File: src/rtl/maze_tile_painter.sv
// Framebuffer writer: fills one maze tile, or clears the whole frame, by streaming
// raster-order pixel writes to the render SRAM port, holding each word WR_CYCLES clocks.
module maze_tile_painter #(
  parameter int H_RES     = 800,
  parameter int V_RES     = 600,
  parameter int TILE      = 20,
  parameter int WR_CYCLES = 2
) (
  input  logic        clk,
  input  logic        rst_n,
  input  logic        cmd_valid,
  output logic        cmd_ready,
  input  logic        cmd_op,
  input  logic [5:0]  cmd_col,
  input  logic [4:0]  cmd_row,
  input  logic [23:0] cmd_color,
  output logic        busy,
  output logic        done,
  output logic        cmd_err,
  output logic        sram_wr_en,
  output logic [19:0] sram_wr_addr,
  output logic [31:0] sram_wr_data
);

  localparam logic [19:0] GRID_COLS  = 20'(H_RES / TILE);
  localparam logic [19:0] GRID_ROWS  = 20'(V_RES / TILE);
  localparam logic [19:0] LINE_STEP  = 20'(H_RES);
  localparam logic [19:0] FRAME_H    = 20'(V_RES);
  localparam logic [19:0] TILE_PIX   = 20'(TILE);
  localparam logic [19:0] TILE_STEP  = 20'(TILE * H_RES);
  localparam logic [3:0]  HOLD_LAST  = 4'(WR_CYCLES - 1);

  typedef enum logic [1:0] {S_IDLE, S_WRITE, S_DONE} state_e;

  state_e      state_q, state_d;
  logic        ready_q, ready_d;
  logic        busy_q, busy_d;
  logic        done_q, done_d;
  logic        err_q, err_d;
  logic        wr_en_q, wr_en_d;
  logic [19:0] addr_q, addr_d;
  logic [31:0] data_q, data_d;
  logic [19:0] x_q, x_d;
  logic [19:0] y_q, y_d;
  logic [19:0] line_base_q, line_base_d;
  logic [19:0] width_q, width_d;
  logic [19:0] height_q, height_d;
  logic [3:0]  hold_q, hold_d;

  logic tile_out_of_range;
  assign tile_out_of_range = (20'(cmd_col) >= GRID_COLS) || (20'(cmd_row) >= GRID_ROWS);

  always_comb begin
    // NOTE: every _d starts from its _q (or its idle value) so no path leaves a
    // variable unassigned; without these defaults synthesis would infer latches.
    state_d     = state_q;
    ready_d     = ready_q;
    busy_d      = busy_q;
    done_d      = 1'b0;
    err_d       = 1'b0;
    wr_en_d     = wr_en_q;
    addr_d      = addr_q;
    data_d      = data_q;
    x_d         = x_q;
    y_d         = y_q;
    line_base_d = line_base_q;
    width_d     = width_q;
    height_d    = height_q;
    hold_d      = hold_q;

    case (state_q)
      S_IDLE: begin
        if (cmd_valid && ready_q) begin
          ready_d = 1'b0;
          busy_d  = 1'b1;
          if (!cmd_op && tile_out_of_range) begin
            state_d = S_DONE;
            done_d  = 1'b1;
            err_d   = 1'b1;
          end else begin
            state_d = S_WRITE;
            wr_en_d = 1'b1;
            data_d  = {8'h00, cmd_color};
            x_d     = '0;
            y_d     = '0;
            hold_d  = '0;
            if (cmd_op) begin
              line_base_d = '0;
              width_d     = LINE_STEP;
              height_d    = FRAME_H;
            end else begin
              line_base_d = 20'(cmd_row) * TILE_STEP + 20'(cmd_col) * TILE_PIX;
              width_d     = TILE_PIX;
              height_d    = TILE_PIX;
            end
            addr_d = line_base_d;
          end
        end
      end

      S_WRITE: begin
        if (hold_q == HOLD_LAST) begin
          hold_d = '0;
          if (x_q == width_q - 20'd1) begin
            if (y_q == height_q - 20'd1) begin
              state_d = S_DONE;
              wr_en_d = 1'b0;
              done_d  = 1'b1;
            end else begin
              x_d         = '0;
              y_d         = y_q + 20'd1;
              line_base_d = line_base_q + LINE_STEP;
              addr_d      = line_base_q + LINE_STEP;
            end
          end else begin
            x_d    = x_q + 20'd1;
            addr_d = addr_q + 20'd1;
          end
        end else begin
          hold_d = hold_q + 4'd1;
        end
      end

      S_DONE: begin
        state_d = S_IDLE;
        ready_d = 1'b1;
        busy_d  = 1'b0;
      end

      default: begin
        state_d = S_IDLE;
        ready_d = 1'b1;
        busy_d  = 1'b0;
        wr_en_d = 1'b0;
      end
    endcase
  end

  // NOTE: state is updated with non-blocking assignments so every flop samples
  // the pre-edge values regardless of statement order.
  always_ff @(posedge clk or negedge rst_n) begin
    if (!rst_n) begin
      state_q     <= S_IDLE;
      ready_q     <= 1'b1;
      busy_q      <= 1'b0;
      done_q      <= 1'b0;
      err_q       <= 1'b0;
      wr_en_q     <= 1'b0;
      addr_q      <= '0;
      data_q      <= '0;
      x_q         <= '0;
      y_q         <= '0;
      line_base_q <= '0;
      width_q     <= '0;
      height_q    <= '0;
      hold_q      <= '0;
    end else begin
      state_q     <= state_d;
      ready_q     <= ready_d;
      busy_q      <= busy_d;
      done_q      <= done_d;
      err_q       <= err_d;
      wr_en_q     <= wr_en_d;
      addr_q      <= addr_d;
      data_q      <= data_d;
      x_q         <= x_d;
      y_q         <= y_d;
      line_base_q <= line_base_d;
      width_q     <= width_d;
      height_q    <= height_d;
      hold_q      <= hold_d;
    end
  end

  assign cmd_ready    = ready_q;
  assign busy         = busy_q;
  assign done         = done_q;
  assign cmd_err      = err_q;
  assign sram_wr_en   = wr_en_q;
  assign sram_wr_addr = addr_q;
  assign sram_wr_data = data_q;

endmodule

File: config.mk
export PLATFORM = sky130hd
export DESIGN_NAME = maze_tile_painter
export DESIGN_NICKNAME = d
export VERILOG_FILES = /design/src/rtl/maze_tile_painter.sv
export SDC_FILE = /design/constraint.sdc
export NUM_CORES = 1
export LEC_CHECK = 0
export ABC_AREA = 1
export ABC_CLOCK_PERIOD_IN_PS = 2900
export BUFFER_PORTS_ARGS = -buffer_cell sky130_fd_sc_hd__buf_2
export CAP_MARGIN = 10
export CORE_ASPECT_RATIO = 1.1
export CORE_MARGIN = 3
export CORE_UTILIZATION = 40
export CTS_CLUSTER_DIAMETER = 200
export DETAILED_ROUTE_END_ITERATION = 16
export GPL_TIMING_DRIVEN = 0
export PLACE_DENSITY_LB_ADDON = 0.12
export SYNTH_ARGS = -nofsm -noshare
export SYNTH_HDL_FRONTEND = slang
export SYNTH_SLANG_ARGS = --single-unit
File: constraint.sdc
create_clock -name clk -period 2.9 [get_ports clk]
set_input_delay 0.435 -clock clk [delete_from_list [all_inputs] [get_ports clk]]
set_output_delay 0.435 -clock clk [all_outputs]
set_load 0.05 [all_outputs]
==> implementation parameters, run 1 <==
Parameter                              Value

Die
  Top-level I/O count    96
  Height of the chip    164 um
  Row Count    57
  Die footprint    24500 um2
  Initial core utilization    0.409
  Std-Cell Core Area    22200 um2
  DIE WIDTH    150 um

Critical path
  Ordered list of cells on the worst path    buf_8 -> fa_2 -> inv_2 -> fa_1 -> fa_1 -> inv_2 -> ha_4 -> nand2_4 -> inv_4 -> nand3_2 -> nand3_2 -> nand2_2 -> nand2_4 -> nand2_2 -> nor2_2 -> nand2_1 -> nand3_4 -> nand2_2 -> nand2_2 -> nand2_1
  Number of buffer and inverter stages on the critical path    4
  Maximum net fanout on the critical path    7
  Setup Crit Path Kind    in -> reg
  Cell repeated most along the worst path    sky130_fd_sc_hd__nand2_2
  Worst Setup Start Kind    input port
  Worst stage delay on the critical path    580 ps
  Kind of end point of the critical path    flip-flop
  Req. time, crit path    3200 ps
  Cell type of the slowest stage on the worst timing path    sky130_fd_sc_hd__fa_2
  Cell type group with the largest total delay on the critical path    adder cells
  Signal arrival time at the worst endpoint    3530 ps

Timing
  Hold_ws    6.23 ps
  Hold violation total from the final report    0
  Summed negative setup slack over all endpoints    -3240 ps
  Final setup vio count    15
  Top achievable clock speed    310 MHz
  Number of pins with negative max-slew slack in the final report    0
  Period utilization    1.11
  Post-layout minimum cycle time    3230 ps
  Largest clock skew in the final design    10.3 ps
  Slew at the pin closest to its max-slew limit    723 ps
  Unrepaired setup endpoints after global routing    yes
  Final critical-path setup slack    -330 ps
  Max transition margin    0.518

Clock network
  Clock transition at path regs    60 ps
  Max Root-Sink Buffers    2
  Clock tree from TritonCTS    built
  Number of buffers created by CTS    17
  Htree depth    4
  Cell at the root of the clock tree    sky130_fd_sc_hd__clkbuf_16
  Clock latency on the worst-skew pair    420 ps
  Number of sinks handled by clock tree synthesis    116

Pwr
  Worst voltage drop across the vdd grid    0.676 mV
  Power density over the cells    1060 nW/um2
  PnR Total Power    11600 uW
  Leakage power    0.00537 uW

Global routing
  Global-route wire length before repair    42400 um
  Number of global-route vias before repair    8276
  Initial antenna violation count    0
  Total track usage    0.217
  Pin count of the biggest net entering global routing    63
  Sum of overflow across all layers after global routing    0

Routing
  Via density    4.99
  First DRT Iteration DRCs    400
  Total iterations of the first detailed-routing run    5
  Number of routed nets with antenna violations    0
  DRC viols    0
  Routed vias    8659
  Detailed-route wire length per cell    14.9 um
  Final routed wirelength across all metal layers    25800 um

Yosys
  Share of synthesized area occupied by flip-flops and latches    0.320
  Number of enable flip-flop cells after synthesis    0
  Top_reg_cell synth    sky130_fd_sc_hd__dfrtp_1
  Number of warnings issued by yosys    0
  Average footprint of a synthesized cell    6.98 um2
  Post-synthesis cell type count    48
  Synthesized instance count    1300
  Synthesized flop and latch total    116
  Share of synthesized registers carrying an async set or reset    1.00
  Netlist area before placement    9080 um2

Placed design
  Port buffer count    87
  Routability cong.    0.907
  Placed Instance Area    9990 um2
  Placed wire-length estimate    19800 um

Layout
  Antenna Cells    0
  Leading cell types in the layout, fill and taps excluded    sky130_fd_sc_hd__nand2_1, sky130_fd_sc_hd__inv_1, sky130_fd_sc_hd__dfrtp_1
  Most common cell after layout, fill and taps aside    sky130_fd_sc_hd__nand2_1
  Non-Filler Cell Area, Final    11000 um2
  Layout overhead on the synthesized area    21.4%
  Fraction of final layout cells sized beyond drive strength 1    0.211
  Final layout net count    1522

Hold path
  Hold/Removal Path Class    in -> async

Status
  Status    finished with violations
  Violated checks    negative setup slack

Job
  Total of max-cap violations    0
## stage by stage
step / cells / utilization / worst slack (ps)
after floorplan: 1307 / - / -410
after global placement: 1689 / 0.449 / -903
after detailed placement: 1690 / 0.451 / -983
after CTS: 1729 / 0.486 / -302
after global routing: 1735 / 0.497 / -461
final: 1735 / 0.497 / -330
## registers in the layout (all words and copies together), names as in the netlist, 2 cells and up
| signal | count |
|---|---|
| height_q | 3 |
| hold_q | 4 |
| line_base_q | 18 |
| sram_wr_addr | 20 |
| sram_wr_data | 24 |
| state_q | 2 |
| x_q | 20 |
| y_q | 20 |
## repair_timing
action,CTS,global route
endpoints found under the setup margin,50,78
pin swaps,13,13
setup buffers,7,6
gates resized for setup,35,53
cloned,0,0
hold buffers,0,0
## where the power goes
| group | leakage, uW | total (uW) | switching [uW] | internal (uW) |
|---|---|---|---|---|
| Combinational | 0.00356 | 6840 | 4780 | 2060 |
| Sequential | 0.00151 | 2610 | 461 | 2150 |
| Clock | 0.000293 | 2180 | 863 | 1320 |
| Total | 0.00537 | 11600 | 6100 | 5530 |
## final timing paths
check	start	slack (ps)	cells after the start	to
max in group asynchronous	rst_n	2140	2	cmd_ready
setup reg to reg	height_q[2]	170	16	sram_wr_addr[11]
min in group clk	cmd_color[10]	210	3	sram_wr_data[10]
hold / removal	rst_n	6	1	sram_wr_addr[6]
setup / recovery	cmd_row[3]	-330	20	sram_wr_addr[16]
hold reg to reg	sram_wr_data[8]	470	2	sram_wr_data[8]
## Yosys cell counts (10+ instances only)
master	n	area, um2
sky130_fd_sc_hd__xor2_1	40	350
sky130_fd_sc_hd__buf_4	15	113
sky130_fd_sc_hd__inv_1	150	563
sky130_fd_sc_hd__nand4_1	40	250
sky130_fd_sc_hd__xnor2_1	13	114
sky130_fd_sc_hd__buf_6	10	113
sky130_fd_sc_hd__nand2_1	437	1640
sky130_fd_sc_hd__clkbuf_1	13	48.8
sky130_fd_sc_hd__nor3_1	17	85.1
sky130_fd_sc_hd__nand2_2	10	62.6
sky130_fd_sc_hd__o21ai_0	52	260
sky130_fd_sc_hd__nor2_1	109	409
sky130_fd_sc_hd__nand3_1	82	410
sky130_fd_sc_hd__ha_1	44	551
sky130_fd_sc_hd__a21oi_1	26	130
sky130_fd_sc_hd__fa_1	12	240
sky130_fd_sc_hd__dfrtp_1	115	2880
sky130_fd_sc_hd__o21ai_2	27	236
sky130_fd_sc_hd__o21ai_1	25	125
## final cells by class
class	count	area, um2
Buffer	44	305
Sequential cell	116	2910
Clock buffer	18	439
Inverter	159	606
Tap cell	295	369
Timing Repair Buffer	101	589
Fill cell	2216	11200
Multi-Input combinational cell	988	5640
Clock inverter	14	164
## kinds of logic after synthesis
kind of cell,Yosys count,share of synthesized area
other cells,1,0.000413
xor+xnor,53,0.0511
flops,116,0.320
compound gates,142,0.0930
fa+ha+maj,56,0.0871
simple gates,729,0.349
buf+inv,203,0.0994
## per-layer routing
layer | share of wire | wire, um | vias up | track usage
li1 | - | - | 4383 | -
met1 | 0.47 | 12000 | 4043 | 0.296
met2 | 0.47 | 12100 | 202 | 0.353
met3 | 0.050 | 1290 | 31 | 0.0400
met4 | 0.015 | 391 | 0 | 0.0616
met5 | 0 | 0 | - | 0
Power figures use the tool's default switching activity.
==> run 2, diff against run 1 <==
Settings changed: ABC_CLOCK_PERIOD_IN_PS 2900 to 3200, CORE_MARGIN 3 to unset, SLEW_MARGIN set to 40.
Clock period 2.9 ns to 3.2 ns, I/O delays scaled along.
==> run 2 against run 1 <==
Against the previous run:
- sequential share of layout area grew 0.41 points
- critical path depth unchanged
- setup slack better by 250 ps
- flip-flop and latch count is the same
- cell area fell by 1.6%
- die area is 5.0% lower
- clock skew grew 2.3 ps
- the run ends with negative hold slack, negative setup slack left
==> implementation parameters, run 2 (synthesized netlist as in run 1, its figures left out) <==
Parameter                              Value

Die
  Height of the chip    160 um (-2.4%)
  Die footprint    23300 um2 (-5.0%)
  Std-Cell Core Area    22200 um2 (unchanged)
  Initial core utilization    0.409 (unchanged)
  Top-level I/O count    96 (unchanged)
  DIE WIDTH    146 um (-2.7%)
  Row Count    57 (unchanged)

Critical path
  Setup Crit Path Kind    in -> reg
  Req. time, crit path    3510 ps (+310 ps)
  Maximum net fanout on the critical path    7 (unchanged)
  Signal arrival time at the worst endpoint    3590 ps (+60 ps)
  Cell type of the slowest stage on the worst timing path    sky130_fd_sc_hd__fa_1
  Crit Reg-Reg Startpoint    height_q[2]
  Kind of end point of the critical path    flip-flop
  Worst Setup Start Kind    input port
  Worst stage delay on the critical path    580 ps (about the same)
  Ordered list of cells on the worst path    buf_12 -> fa_1 -> inv_2 -> fa_1 -> fa_1 -> inv_2 -> ha_4 -> nand2_4 -> inv_2 -> nand3_2 -> nand3_2 -> nand2_2 -> nand2_4 -> nand3_4 -> nor2_4 -> nor2_2 -> nand2_2 -> nand2_2 -> nand2_1 -> nand2_1
  RR Endpoint    state_q[0]
  Logic depth of the worst register-to-register path    15 (-1)
  Reg2reg setup slack    30 ps (-140 ps)

Timing
  Hold violation total from the final report    10 (+10)
  Unrepaired setup endpoints after global routing    yes
  Hold_ws    -8.74 ps (-15.0 ps)
  Top achievable clock speed    305 MHz
  Summed negative setup slack over all endpoints    -317 ps (+2920 ps)
  Largest clock skew in the final design    12.5 ps (+2.26 ps)
  Final critical-path setup slack    -83.5 ps (+247 ps)
  Slew at the pin closest to its max-slew limit    777 ps (+53.2 ps)
  Final setup vio count    9 (-6)
  Post-layout minimum cycle time    3280 ps
  Period utilization    1.03
  Max transition margin    0.482 (-0.0355)
  Number of pins with negative max-slew slack in the final report    0 (unchanged)

Clock network
  Htree depth    4 (unchanged)
  Number of buffers created by CTS    17 (unchanged)
  Number of sinks handled by clock tree synthesis    116 (unchanged)
  Cell at the root of the clock tree    sky130_fd_sc_hd__clkbuf_16
  Clock latency on the worst-skew pair    420 ps (about the same)
  Max Root-Sink Buffers    2 (unchanged)
  Clock tree from TritonCTS    built
  Clock transition at path regs    70 ps (about the same)

Global routing
  Sum of overflow across all layers after global routing    0 (unchanged)
  Pin count of the biggest net entering global routing    63 (unchanged)
  Number of global-route vias before repair    8350 (+0.89%)
  GRT met2 Usage    0.395 (+0.0420)
  GR Layer Usage met3    0.0294 (-0.0106)
  Busiest grt layer    met2
  Total track usage    0.226 (+0.00891)
  Met1 usage    0.285 (-0.0110)
  Global-route wire length before repair    42000 um (-0.95%)
  Initial antenna violation count    0 (unchanged)

Status
  Status    finished with violations
  Violated checks    negative hold slack, negative setup slack

Pwr
  P_sw    5580 uW (-8.6%)
  Combinational Power Share    0.583 (-0.005)
  Leakage power    0.00533 uW (-0.69%)
  Switch share    0.538 (+0.0136)
  Part of the power in registers    0.228 (+0.003)
  Worst voltage drop across the vdd grid    0.696 mV (+3.0%)
  PnR Total Power    10400 uW (-11%)
  Cell-internal power    4780 uW (-13%)
  Clk network pwr share    0.189 (+0.002)
  Power density over the cells    955 nW/um2 (-9.5%)

Routing
  First DRT Iteration DRCs    472 (+18%)
  Number of routed nets with antenna violations    0 (unchanged)
  Final routed wirelength across all metal layers    25600 um (-0.74%)
  Via density    4.99 (about the same)
  DRC viols    0 (unchanged)
  Routed vias    8626 (-0.38%)
  Detailed-route wire length per cell    14.8 um (-0.34%)
  Total iterations of the first detailed-routing run    8 (+3)

Layout
  Most common cell after layout, fill and taps aside    sky130_fd_sc_hd__nand2_1
  Fillers    2250 (+1.5%)
  Max FFs per register    24 (unchanged)
  Layout overhead on the synthesized area    19.5%
  Final layout net count    1515 (-0.46%)
  Core occupancy in the finished layout    0.489 (-0.00784)
  Fraction of final layout cells sized beyond drive strength 1    0.188 (-0.0227)
  Leading cell types in the layout, fill and taps excluded    sky130_fd_sc_hd__nand2_1, sky130_fd_sc_hd__inv_1, sky130_fd_sc_hd__dfrtp_1
  Antenna Cells    0 (unchanged)

Placed design
  Placed wire-length estimate    19600 um (-1.2%)
  Routability cong.    0.886 (-2.3%)
  Port buffer count    87 (unchanged)

Hold path
  Hold/Removal Path Class    in -> async

Job
  Total of max-cap violations    0 (unchanged)
==> run 2: cell types whose count changed in the layout (fill, tap and decap cells not counted), sizes merged <==
cell,previous run,this run
clkinv,4,8
clkbuf,32,30
bufinv,2,0
buf,131,125
inv,164,166
clkinvlp,3,0
==> run 2: routing by layer <==
metal,part of all wire,vias up
met5,0,-
met3,0.036,34
met2,0.50,205
li1,-,4374
met4,0.021,0
met1,0.44,4013
==> run 2: worst max-delay path by stage <==
stage,start,to,cells after the start
detailed placement,cmd_row[4],sram_wr_addr[19],19
global route,cmd_row[4],line_base_q[17],19
global placement,cmd_row[4],sram_wr_addr[19],19
finish,cmd_row[4],line_base_q[17],20
CTS,cmd_row[3],sram_wr_addr[18],16
floorplan,cmd_row[4],sram_wr_addr[17],19
==> run 2: layout make-up <==
class,count,area [um2],area share
multi-input combinational,988,5520,0.509
inverter,159,599,0.0552
sequential,116,2900,0.268
clock inverter,15,181,0.0167
buffer,44,303,0.0279
timing repair buffer,94,546,0.0503
tap,295,369,0.0340
clock buffer,17,425,0.0392
==> run 2: repair_timing <==
action / 4_1_cts / 5_1_grt
buffers inserted: 3 / 3
gates resized for setup: 19 / 35
pin swaps: 15 / 21
setup endpoints to repair: 14 / 20
hold buffers: 0 / 0
==> run 2: metrics by stage <==
| step | setup slack [ps] | area, um2 | instances | hold slack, ps |
|---|---|---|---|---|
| after floorplan | -155 | 9140 | 1307 | 184 |
| after global placement | -625 | 9950 | 1689 | 458 |
| after detailed placement | -656 | 9980 | 1690 | 452 |
| final | -83.5 | 10800 | 1728 | -8.74 |
| after CTS | -61.5 | 10700 | 1725 | 4.04 |
| after global routing | -211 | 10800 | 1728 | 21.3 |
==> run 2: worst max-delay path, delay by kind of cell <==
kind                       cells  cell delay (ps)
adders and majority gates      4             1860
buffers and inverters          4              270
and+or+nand+nor               12              940
==> run 2: power groups by stage <==
stage | Combinational, uW | Sequential (uW) | Clock, uW
floorplan | 3450 | 3180 | 0
global placement | 5770 | 2380 | 0
detailed placement | 5850 | 2370 | 0
CTS | 5920 | 2360 | 1980
global route | 6670 | 2420 | 2050
finish | 6040 | 2360 | 1960
==> run 3, diff against run 2 <==
Settings changed: MAX_ROUTING_LAYER set to met4.
==> run 3 against run 2 <==
Against the previous run:
- the flow finishes with violations (negative setup slack)
- die area is the same
- largest cell class unchanged
- worst hold slack better by 240 ps
- total power is 0.51% lower
==> implementation parameters, run 3 (synthesized netlist as in run 1, its figures left out) <==
Parameter                              Value

Critical path
  Worst Setup Start Kind    input port
  Signal arrival time at the worst endpoint    3580 ps (about the same)
  Setup Crit Path Kind    in -> reg
  Kind of end point of the critical path    flip-flop
  Maximum net fanout on the critical path    7 (unchanged)
  Req. time, crit path    3550 ps (+40 ps)

Placed design
  Placed wire-length estimate    20000 um (+2.2%)
  Cell Count Post-Placement    1691 (+0.059%)
  Placed Instance Area    10000 um2 (+0.20%)
  Port buffer count    87 (unchanged)
  Routability cong.    0.894 (+0.89%)

Timing
  Period utilization    1.01 (-0.0156)
  Number of pins with negative max-slew slack in the final report    0 (unchanged)
  Post-layout minimum cycle time    3230 ps (-50.1 ps)
  Hold violation total from the final report    0 (-10)
  Max transition margin    0.466 (-0.0163)
  Final critical-path setup slack    -33.5 ps (+50.1 ps)
  Unrepaired setup endpoints after global routing    yes
  Largest clock skew in the final design    13.8 ps (+1.29 ps)
  Hold_ws    233 ps (+242 ps)
  Final setup vio count    5 (-4)
  Summed negative setup slack over all endpoints    -107 ps (+210 ps)
  Slew at the pin closest to its max-slew limit    801 ps (+24.5 ps)
  Top achievable clock speed    309 MHz (+1.5%)

Die
  Initial core utilization    0.409 (unchanged)
  Height of the chip    160 um (unchanged)
  Row Count    57 (unchanged)
  Die footprint    23300 um2 (unchanged)
  DIE WIDTH    146 um (unchanged)
  Std-Cell Core Area    22200 um2 (unchanged)
  Top-level I/O count    96 (unchanged)

Layout
  Max FFs per register    24 (unchanged)
  Fraction of final layout cells sized beyond drive strength 1    0.193 (+0.00464)
  Most common cell after layout, fill and taps aside    sky130_fd_sc_hd__nand2_1
  Number of cells in the finished layout apart from fillers    1735 (+0.41%)
  Leading cell types in the layout, fill and taps excluded    sky130_fd_sc_hd__nand2_1, sky130_fd_sc_hd__inv_1, sky130_fd_sc_hd__dfrtp_1
  Layout overhead on the synthesized area    19.7%
  Core occupancy in the finished layout    0.490 (+0.000677)
  Antenna Cells    0 (unchanged)
  Non-Filler Cell Area, Final    10900 um2 (+0.14%)
  Final layout net count    1522 (+0.46%)

Pwr
  Clk network pwr share    0.186 (-0.003)
  Part of the power in registers    0.229 (about the same)
  Worst voltage drop across the vdd grid    0.659 mV (-5.3%)
  Leakage power    0.00533 uW (about the same)
  Combinational Power Share    0.585 (+0.002)
  Cell-internal power    4770 uW (-0.28%)
  P_sw    5540 uW (-0.70%)
  Power density over the cells    949 nW/um2 (-0.65%)
  Switch share    0.537 (-0.00105)

Routing
  Number of routed nets with antenna violations    0 (unchanged)
  Via density    4.98 (-0.16%)
  DRC viols    0 (unchanged)
  Routed vias    8647 (+0.24%)
  First DRT Iteration DRCs    457 (-3.2%)
  Total iterations of the first detailed-routing run    5 (-3)
  Detailed-route wire length per cell    14.9 um (+0.90%)
  Final routed wirelength across all metal layers    25900 um (+1.3%)

Global routing
  Busiest grt layer    met2
  Number of global-route vias before repair    8318 (-0.38%)
  Pin count of the biggest net entering global routing    59 (-6.3%)
  Global-route wire length before repair    42000 um (about the same)
  Total track usage    0.234 (+0.00863)
  Met1 usage    0.284 (-0.000978)
  GR Layer Usage met3    0.0274 (-0.00200)
  GRT met2 Usage    0.398 (+0.00328)
  Sum of overflow across all layers after global routing    0 (unchanged)
  Initial antenna violation count    0 (unchanged)

Clock network
  Max Root-Sink Buffers    2 (unchanged)
  Clock transition at path regs    70 ps (about the same)
  Number of sinks handled by clock tree synthesis    116 (unchanged)
  Clock latency on the worst-skew pair    430 ps (about the same)
  Clock tree from TritonCTS    built
  Htree depth    4 (unchanged)
  Number of buffers created by CTS    17 (unchanged)
  Cell at the root of the clock tree    sky130_fd_sc_hd__clkbuf_16

Status
  Status    finished with violations
  Violated checks    negative setup slack

Hold path
  Hold/Removal Path Class    in -> reg

Job
  Total of max-cap violations    0 (unchanged)
[run 3: per-stage QoR]
step / worst slack, ps / power, uW
floorplan: -155 / 6620
global placement: -629 / 8150
detailed placement: -675 / 8230
CTS: -59.2 / 10300
global route: -180 / 11100
finish: -33.5 / 10300
[run 3: repair_timing]
| action | in CTS | in global routing |
|---|---|---|
| hold buffers | 1 | 0 |
| buffers inserted | 3 | 8 |
| gates resized for setup | 23 | 30 |
| setup endpoints to repair | 14 | 21 |
| endpoints found under the hold margin | 20 | 0 |
| pin swaps | 23 | 31 |
[run 3: per-layer routing]
metal,share of wire,vias up
met4,0.027,0
met2,0.50,179
met1,0.45,4025
met5,0,-
li1,-,4390
met3,0.029,53
[run 3: final timing paths]
kind,start,end,slack (ps),cells after the start
worst min register to register,sram_wr_en,sram_wr_en,470,2
min in group asynchronous,rst_n,x_q[15],470,2
worst max register to register,height_q[2],sram_wr_addr[7],300,14
worst min-delay path,cmd_color[3],sram_wr_data[3],230,3
worst max-delay path,cmd_row[4],line_base_q[16],-30,18
max in group asynchronous,rst_n,cmd_ready,1870,4
[run 3: power groups by stage]
stage	Sequential [uW]	Clock, uW	Combinational [uW]
floorplan	3180	0	3450
global placement	2380	0	5780
detailed placement	2370	0	5860
CTS	2360	1940	5950
global route	2430	2000	6650
finish	2360	1920	6030
[run 3: worst max-delay path: stages]
cell,delay [ps]
sky130_fd_sc_hd__buf_12,110
sky130_fd_sc_hd__fa_1,560
sky130_fd_sc_hd__inv_2,50
sky130_fd_sc_hd__fa_1,460
sky130_fd_sc_hd__fa_1,510
sky130_fd_sc_hd__inv_2,50
sky130_fd_sc_hd__ha_4,310
sky130_fd_sc_hd__nand2_4,70
sky130_fd_sc_hd__inv_4,50
sky130_fd_sc_hd__nand3_2,70
sky130_fd_sc_hd__nand3_2,70
sky130_fd_sc_hd__nand2_2,60
sky130_fd_sc_hd__nand2_2,110
sky130_fd_sc_hd__nand3_1,110
sky130_fd_sc_hd__nand2_1,90
sky130_fd_sc_hd__nand3_2,120
sky130_fd_sc_hd__buf_4,180
sky130_fd_sc_hd__a21boi_1,110
[run 3: layout make-up]
cell class / count / area [um2]
Multi-Input combinational cell: 988 / 5480
Buffer: 44 / 303
Inverter: 159 / 606
Sequential cell: 116 / 2900
Clock buffer: 17 / 425
Fill cell: 2303 / 11300
Timing Repair Buffer: 101 / 613
Clock inverter: 15 / 159
Tap cell: 295 / 369
